**src/rtl/up16_debug_monitor.sv**
```systemverilog
// rtl/up16_debug_monitor.sv - up16 bus debug monitor: halt detect, breakpoints, watchdog, trace
// Observes the cpu<->memory bus and requests a cpu stall on halt, breakpoint hit or watchdog expiry.
module up16_debug_monitor #(
   parameter int AW = 12,
   parameter int DW = 16,
   parameter int DEPTH = 16,
   parameter int NBP = 2,
   parameter int WDT_W = 16,
   parameter logic [DW-1:0] HLT_INSTR = 16'h7001
) (
   input  logic                       clk,
   input  logic                       rst,
   input  logic                       arm,
   input  logic                       resume,
   input  logic                       bus_en,
   input  logic                       bus_rdwr,
   input  logic [AW-1:0]              bus_addr,
   input  logic [DW-1:0]              bus_wdata,
   input  logic [DW-1:0]              bus_rdata,
   input  logic                       exec_strobe,
   input  logic [DW-1:0]              ir,
   input  logic [DW-1:0]              acc,
   input  logic [NBP*AW-1:0]          bp_addr,
   input  logic [NBP-1:0]             bp_en,
   input  logic [$clog2(DEPTH)-1:0]   trc_idx,
   output logic [AW+DW:0]             trc_data,
   output logic [$clog2(DEPTH):0]     trc_count,
   output logic [2:0]                 state,
   output logic                       cpu_stall,
   output logic [2:0]                 bp_id,
   output logic [DW-1:0]              halt_acc,
   output logic [31:0]                instr_cnt
);

   localparam int IW = $clog2(DEPTH);
   localparam int TW = 1 + AW + DW;

   typedef enum logic [2:0] {
      IDLE    = 3'd0,
      RUN     = 3'd1,
      BRK     = 3'd2,
      HALTED  = 3'd3,
      TIMEOUT = 3'd4
   } st_t;

   st_t              state_q, state_d;
   logic [WDT_W-1:0] wd_q;
   logic             skip_q;
   logic [IW-1:0]    wr_ptr;
   logic [IW-1:0]    rd_ptr;
   logic [TW-1:0]    trc_mem [DEPTH];
   logic [TW-1:0]    wr_entry;

   logic       halt_hit, bp_hit, bp_take, wd_to, run_act, trc_wr;
   logic [2:0] bp_k;

   assign state    = state_q;
   assign run_act  = (state_q == RUN) && arm;
   assign halt_hit = exec_strobe && (ir == HLT_INSTR);
   assign bp_take  = bus_en && !bus_rdwr && bp_hit && !skip_q;
   assign wd_to    = (wd_q == '1) && !exec_strobe;
   assign trc_wr   = run_act && bus_en;
   assign wr_entry = {bus_rdwr, bus_addr, bus_rdwr ? bus_wdata : bus_rdata};

   // Descending scan so the lowest matching breakpoint index is the one kept.
   always_comb begin
      bp_hit = 1'b0;
      bp_k   = 3'd0;
      for (int k = NBP - 1; k >= 0; k--) begin
         if (bp_en[k] && (bp_addr[k*AW +: AW] == bus_addr)) begin
            bp_hit = 1'b1;
            bp_k   = 3'(k);
         end
      end
   end

   always_ff @(posedge clk) begin
      if (rst) state_q <= IDLE;
      else     state_q <= state_d;
   end

   always_comb begin
      state_d = state_q;
      case (state_q)
         IDLE: if (arm) state_d = RUN;
         RUN: begin
            if (halt_hit)     state_d = HALTED;
            else if (bp_take) state_d = BRK;
            else if (wd_to)   state_d = TIMEOUT;
         end
         BRK:     if (resume) state_d = RUN;
         default: state_d = state_q;
      endcase
      if (!arm) state_d = IDLE;
   end

   always_ff @(posedge clk) begin
      if (rst) begin
         cpu_stall <= 1'b0;
         bp_id     <= 3'd0;
         halt_acc  <= '0;
         instr_cnt <= 32'd0;
         wd_q      <= '0;
         skip_q    <= 1'b0;
         wr_ptr    <= '0;
         trc_count <= '0;
      end else begin
         cpu_stall <= (state_q == BRK) || (state_q == HALTED) || (state_q == TIMEOUT);
         if ((state_q == IDLE) && arm) begin
            instr_cnt <= 32'd0;
            wd_q      <= '0;
            skip_q    <= 1'b0;
         end
         if (run_act) begin
            if (exec_strobe) begin
               instr_cnt <= instr_cnt + 32'd1;
               wd_q      <= '0;
            end else begin
               wd_q <= wd_q + 1'b1;
            end
            if (halt_hit)     halt_acc <= acc;
            else if (bp_take) bp_id    <= bp_k;
            if (bus_en) skip_q <= 1'b0;
         end
         // Skip lets the cpu step past the breakpoint it just stopped on.
         if ((state_q == BRK) && arm && resume) skip_q <= 1'b1;
         if (trc_wr) begin
            wr_ptr <= wr_ptr + 1'b1;
            if (trc_count != (IW+1)'(DEPTH)) trc_count <= trc_count + 1'b1;
         end
      end
   end

   always_ff @(posedge clk) begin
      if (trc_wr) trc_mem[wr_ptr] <= wr_entry;
   end

   // Index 0 is the oldest valid entry; when full, the oldest sits at wr_ptr.
   assign rd_ptr   = wr_ptr - trc_count[IW-1:0] + trc_idx;
   assign trc_data = ({1'b0, trc_idx} < trc_count) ? trc_mem[rd_ptr] : '0;

endmodule
```
**config.mk**
```make
export PLATFORM = sky130hd
export DESIGN_NAME = up16_debug_monitor
export DESIGN_NICKNAME = d
export VERILOG_FILES = /design/src/rtl/up16_debug_monitor.sv
export SDC_FILE = /design/constraint.sdc
export NUM_CORES = 1
export LEC_CHECK = 0
export CORE_ASPECT_RATIO = 1.75
export CORE_MARGIN = 2
export CORE_UTILIZATION = 58
export CTS_CLUSTER_DIAMETER = 80
export DETAILED_ROUTE_END_ITERATION = 10
export MAX_ROUTING_LAYER = met4
export PLACE_DENSITY = 0.81
export SLEW_MARGIN = 5
export SYNTH_ARGS = -nofsm -noshare
export SYNTH_HDL_FRONTEND = slang
export SYNTH_SLANG_ARGS = --single-unit
export TNS_END_PERCENT = 10
```
**constraint.sdc**
```tcl
create_clock -name clk -period 8.25 [get_ports clk]
set_clock_uncertainty 0.1 [all_clocks]
set_input_delay 2.475 -clock clk [delete_from_list [all_inputs] [get_ports clk]]
set_output_delay 2.475 -clock clk [all_outputs]
set_load 0.05 [all_outputs]
```
==> out/results.txt, run 1 <==
R2r endpoint = trc_mem[7][15]
Htree depth = 2
Hold slack final = 0.353 ns
Setup-failing EPs final = 0
EDFF count, synth = 464
Routed WL = 57.0 mm
Wirelength per Cell = 27.7 µm
Initial antenna violation count = 0
Largest cells by area after synthesis = edfxtp_1 62%, mux4_2 12%, dfxtp_1 7.0%, mux2i_1 2.8%, mux2_2 2.3%
Clock Tree Root = clkbuf_16
GP Congestion = 0.873
Maximum capacitance violations = 0
Maximum fanout along the worst path = 5
Status = finished, final reports clean
Largest family of logic cells by synthesized area = multiplexers
Post-synthesis xor/xnor area fraction = 1.72%
Ys flop type = edfxtp_1
Commonest cells in the synthesized netlist = 464 x edfxtp_1, 116 x mux4_2, 79 x dfxtp_1
Pwr Total = 6100 µW
I/O Buffers = 199
HP Class = reg2reg
Post-Synth Simple-Gate Area = 5.95%
Grt total ovfl = 0
Mapped Area = 22400 µm²
1st-iter DRT viols = 1214
DIE AREA = 40300 µm²
Ys async rst share = 0%
Clock tree buffer depth = 3
First-pass GRT wire length = 85.4 mm
Adder-Cell Fraction of Synth Area = 1.10%
TritonCTS Buffers = 46
R2r worst-path depth = 5
FP Rows = 95
ANT cells = 0
Count leader, synth = edfxtp_1
Final Cycle Share = 99.3%
FF-to-FF setup slack = 4.57 ns
DRT Pass-1 Iters = 7
Starting Density = 58.6%
Post-route ant nets = 0
Crit path capture = trc_data[16]
Minimum clock period = 8.19 ns
Most frequent CP cell = buf_12
CTS tree = built
CP Launch Type = input pin
Maximum number of pins on one net before global-route repair = 72
Fin nets = 1666
Vias per inst = 6.37
Worst R2R Start = state[0]
RSZ-0062 raised after global routing = true
Critical-path top delay cell = fa_4
Fin. max-slew vios = 0
Cells after synthesis = 1307
Worst IR drop on VDD = 183 µV
Syn avg cell area = 17.2 µm²
Filler Cell Count = 2346
Layout cells sized above 1 = 22.7%
Total GRT Usage = 29.3%
Area delta synth->final = 22.0%
Worst EP required = 5.68 ns
Worst rel slew slack = 31.7%
Core box area = 38300 µm²
Via count = 13100
Top cell type's share of synthesized area = 62.1%
Mux share of post-synthesis cell area = 17.1%
Setup crit start = trc_idx[1]
CTS sink cnt = 543
Post-synthesis compound-gate area fraction = 3.23%
Unique cell type count in the Yosys netlist = 61
Worst Tran Pin Value = 1.02 ns
Crit path arrival time = 5.61 ns
Yosys warns = 0
Cell Chain, Critical Path = dlygate4sd2_1, inv_1, fa_1, inv_2, fa_4, buf_12, buf_12, mux4_2, mux2i_1, mux2_4, a21oi_1, buf_4, buf_12
FMAX = 0.122 GHz
Leak = 0.00890 µW
Setup Crit Path Kind = in2out
Vias in the first global route = 13800
P per Cell Area = 223 nW/µm²
DRC viols = 0
DIE WIDTH = 153 µm
Hpwl dp = 32.8 mm
CP max stage delay = 0.88 ns
Die height = 264 µm
Final hold violation count = 0
Io pins = 202
#FFs+latches synth = 543
Cell taking the most area after synthesis = edfxtp_1
Setup crit end kind = output pin
Clk_lat worst skew = 0.56 ns
Worst-path clk slew = 0.07 ns
Post-synthesis sequential area ratio = 69.1%
logic make-up (layout without fill, tap and decap cells):
kind of cell	after synthesis	count (layout)
flops	543	543
simple gates	260	260
mux	232	232
compound gates	120	120
buf+inv	89	352
xor+xnor	44	44
fa+ha+maj	18	18
other cells	1	2
report_power, final:
part	leakage [µW]	internal [µW]	switching, µW	total (µW)
logic	0.00337	482	470	952
clock network	0.000717	1170	985	2150
registers	0.00481	2990	3.25	2990
total	0.00890	4640	1460	6100
layout by cell type, fill, tap and decap left out, types with 6 or more instances in the layout:
cell type / count
a21oi_1: 58
a21oi_2: 9
a311oi_1: 7
a41oi_1: 7
and2_1: 9
and3_1: 7
buf_12: 47
buf_4: 31
clkbuf_1: 8
clkbuf_16: 49
clkdlybuf4s50_1: 168
clkinv_2: 7
dfxtp_1: 79
edfxtp_1: 464
ha_1: 14
inv_1: 16
mux2_1: 8
mux2_2: 43
mux2i_1: 60
mux4_2: 116
nand2_1: 70
nand2b_1: 7
nand3_1: 29
nand3b_1: 6
nand4_1: 19
nor2_1: 52
nor2_4: 12
nor3_2: 6
o21ai_0: 14
or3_1: 6
xnor2_1: 35
xor2_1: 7
worst max-delay path, delay by kind of cell:
family	cells	cell delay [ns]
multiplexers	3	0.75
AO/OA/AOI/OAI	1	0.04
adder cells (fa/ha/maj)	2	1.37
buffers and inverters	7	0.95
registers in the layout (all words and copies together) (netlist names):
name       cells
halt_acc      16
bp_id          1
wd_q          16
skip_q         1
wr_ptr         4
trc_mem      464
cpu_stall      1
state          3
instr_cnt     32
trc_count      5
area by class of cell:
type	instances	area, µm²	share of cell area, %
clock buffer	58	1270	4.64
clock inverter	26	218	0.795
inverter	17	63.8	0.233
multi-input combinational	676	6740	24.6
sequential	543	15500	56.7
tap	485	607	2.22
timing repair buffer	251	2960	10.8
what timing repair did:
item / CTS / global route
buffers inserted: 2 / 0
resized for setup: 20 / 1
hold buffers: 0 / 0
pin swaps: 2 / 1
gates cloned: 3 / 0
setup endpoints to repair: 29 / 4
endpoints found under the hold margin: 0 / 0
worst min-delay path by stage:
stage	from	to	depth (start not counted)
final	halt_acc[1]	halt_acc[1]	2
after global routing	halt_acc[3]	halt_acc[3]	2
after CTS	halt_acc[1]	halt_acc[1]	2
after detailed placement	halt_acc[10]	halt_acc[10]	2
after global placement	halt_acc[2]	halt_acc[2]	2
after floorplan	skip_q	skip_q	1
through the flow:
stage	worst slack (ns)	std cells	area, µm²	setup TNS (ns)	utilization [%]
2_1_floorplan	-0.0372	1308	22500	-0.876	-
3_3_place_gp	-0.181	1968	25700	-2.10	67.2
3_5_place_dp	-0.231	1968	25700	-2.78	67.2
4_1_cts	0.0450	2056	27400	0	71.5
5_1_grt	-0.00471	2056	27400	-0.00471	71.5
6_report	0.0616	2056	27400	0	71.5
per-layer routing:
metal	global-route usage [%]	vias to the layer above	wire length [µm]
li1	-	5618	-
met1	34.1	6671	19700
met2	51.8	687	31100
met3	3.89	130	3930
met4	11.4	0	2290
met5	-	-	0
(Power assumes the default switching activity.)
==> run 2, diff against run 1 <==
Settings changed: CORE_UTILIZATION 58 to 60, CTS_BUF_LIST set to sky130_fd_sc_hd__clkbuf_8, PLACE_DENSITY 0.81 to 0.84.
==> out/results.txt, run 2 (synthesis gave the netlist of run 1 again) <==
Status = finished, final reports clean
Maximum fanout along the worst path = 8 (+3)
Max FFs per register = 464 (unchanged)
Worst IR drop on VDD = 150 µV (-18%)
Setup Crit Path Kind = in2out
Worst Tran Pin Value = 1.19 ns (+0.170 ns)
Setup-failing EPs final = 0 (unchanged)
DIE AREA = 39000 µm² (-3.3%)
Grt total ovfl = 0 (unchanged)
Maximum capacitance violations = 0 (unchanged)
Placed inst area = 25700 µm² (+0.11%)
Critical-path top delay cell = fa_4
Initial antenna violation count = 1 (+1)
Pwr Total = 5980 µW (-1.8%)
Htree depth = 3 (+1)
RSZ-0062 raised after global routing = false
Vias per inst = 6.30 (-1.1%)
Setup crit end kind = output pin
First-pass GRT wire length = 81.1 mm (-5.0%)
GP Congestion = 0.959 (+9.9%)
Via count = 13200 (+0.72%)
Commonest non-fill, non-tap cells in the layout = 464 x edfxtp_1, 168 x clkdlybuf4s50_1, 116 x mux4_2
Io pins = 202 (unchanged)
Die height = 260 µm (-1.7%)
Leak = 0.00892 µW (+0.31%)
Clock Tree Root = clkbuf_8
Clock tree buffer depth = 3 (unchanged)
TritonCTS Buffers = 73 (+59%)
Commonest non-fill, non-tap cell in the layout = edfxtp_1
1st-iter DRT viols = 1125 (-7.3%)
CTS Hold Bufs = 0 (unchanged)
Cell Chain, Critical Path = clkdlybuf4s15_1, inv_1, fa_1, inv_1, fa_4, buf_12, buf_6, mux4_2, mux2i_1, mux2_4, a21oi_1, buf_4, buf_12
Post-route ant nets = 0 (unchanged)
DRC viols = 0 (unchanged)
CP max stage delay = 0.81 ns (-0.07 ns)
Final Cycle Share = 98.9% (-0.36 points)
Starting Density = 60.8% (+2.2 points)
Core box area = 36900 µm² (-3.6%)
Hpwl dp = 32.8 mm (-0.15%)
Final hold violation count = 0 (unchanged)
Worst-path clk slew = 0.06 ns (about the same)
Filler Cell Count = 2067 (-12%)
Pre-CTS setup slack = -0.210 ns (+0.0212 ns)
Worst Path Buf+Inv = 7 (unchanged)
DIE WIDTH = 150 µm (-1.6%)
Fin nets = 1694 (+1.7%)
Biggest register = trc_mem
I/O Buffers = 199 (unchanged)
DRT Pass-1 Iters = 5 (-2)
Top Registers = trc_mem (464), instr_cnt (32)
P per Cell Area = 219 nW/µm² (-1.5%)
HP Class = reg2reg
Wirelength per Cell = 25.9 µm (-6.7%)
Family with the most delay on the worst path = adder cells
Crit path arrival time = 5.58 ns (-0.03 ns)
Total GRT Usage = 29.4% (+0.14 points)
Area delta synth->final = 21.5%
Layout cells sized above 1 = 23.5% (+0.89 points)
Worst EP required = 5.68 ns (about the same)
CTS tree = built
FMAX = 0.123 GHz (+0.36%)
Worst rel slew slack = 20.3% (-11 points)
CTS sink cnt = 543 (unchanged)
Setup slack after layout = 0.0909 ns (+0.0293 ns)
Routed WL = 54.2 mm (-5.0%)
Vias in the first global route = 13900 (+1.2%)
CP Launch Type = input pin
FP Rows = 93 (-2.1%)
Minimum clock period = 8.16 ns (-0.0293 ns)
Maximum number of pins on one net before global-route repair = 47 (-35%)
Post-route design area = 27300 µm² (-0.38%)
Fin. max-slew vios = 0 (unchanged)
Clk_lat worst skew = 0.64 ns (+0.08 ns)
[run 2: worst paths after layout]
check,start,to,slack (ns),cells past startpoint
min,halt_acc[13],halt_acc[13],0.35,2
max,trc_idx[1],trc_data[18],0.09,13
min reg2reg,halt_acc[13],halt_acc[13],0.35,2
max reg2reg,state[0],trc_mem[2][10],4.34,5
[run 2: metal layers]
layer	part of all wire, %	vias to the layer above	routed length, µm	GRT usage, %
met2	55	688	29600	52.2
met5	0	-	0	-
li1	-	5691	-	-
met4	4.3	0	2320	13.2
met3	6.9	151	3750	4.16
met1	34	6671	18500	32.9
[run 2: power by group]
group	internal (µW)	switching [µW]	total (µW)
clock network	1090	987	2080
logic	463	451	915
registers	2990	3.16	2990
total	4540	1440	5980
[run 2: worst reg2reg max path: cells and delay by family (launching register included)]
family	cells	cell delay (ns)
simple gates	4	2.55
flops	1	0.50
buf+inv	1	0.43
[run 2: per-stage QoR]
step	std cells	utilization, %	hold slack, ns	setup TNS, ns
after floorplan	1308	-	0.343	-0.876
after global placement	1960	69.8	0.340	-2.25
after detailed placement	1960	69.8	0.347	-3.60
after CTS	2093	73.9	0.354	0
after global routing	2094	73.9	0.370	0
final	2094	73.9	0.351	0
[run 2: what timing repair did]
| action | 4_1_cts | 5_1_grt |
|---|---|---|
| buffers inserted | 3 | 0 |
| resized for setup | 6 | 5 |
| pin swaps | 1 | 1 |
| setup endpoints to repair | 28 | 10 |
[run 2: area by class of cell]
class / instances / area (µm²) / area share [%]
inverter: 17 / 63.8 / 0.234
tap: 475 / 594 / 2.18
antenna: 1 / 2.50 / 0.00918
clock buffer: 77 / 1060 / 3.89
timing repair buffer: 252 / 2890 / 10.6
clock inverter: 53 / 418 / 1.53
sequential: 543 / 15500 / 56.9
multi-input combinational: 676 / 6730 / 24.7
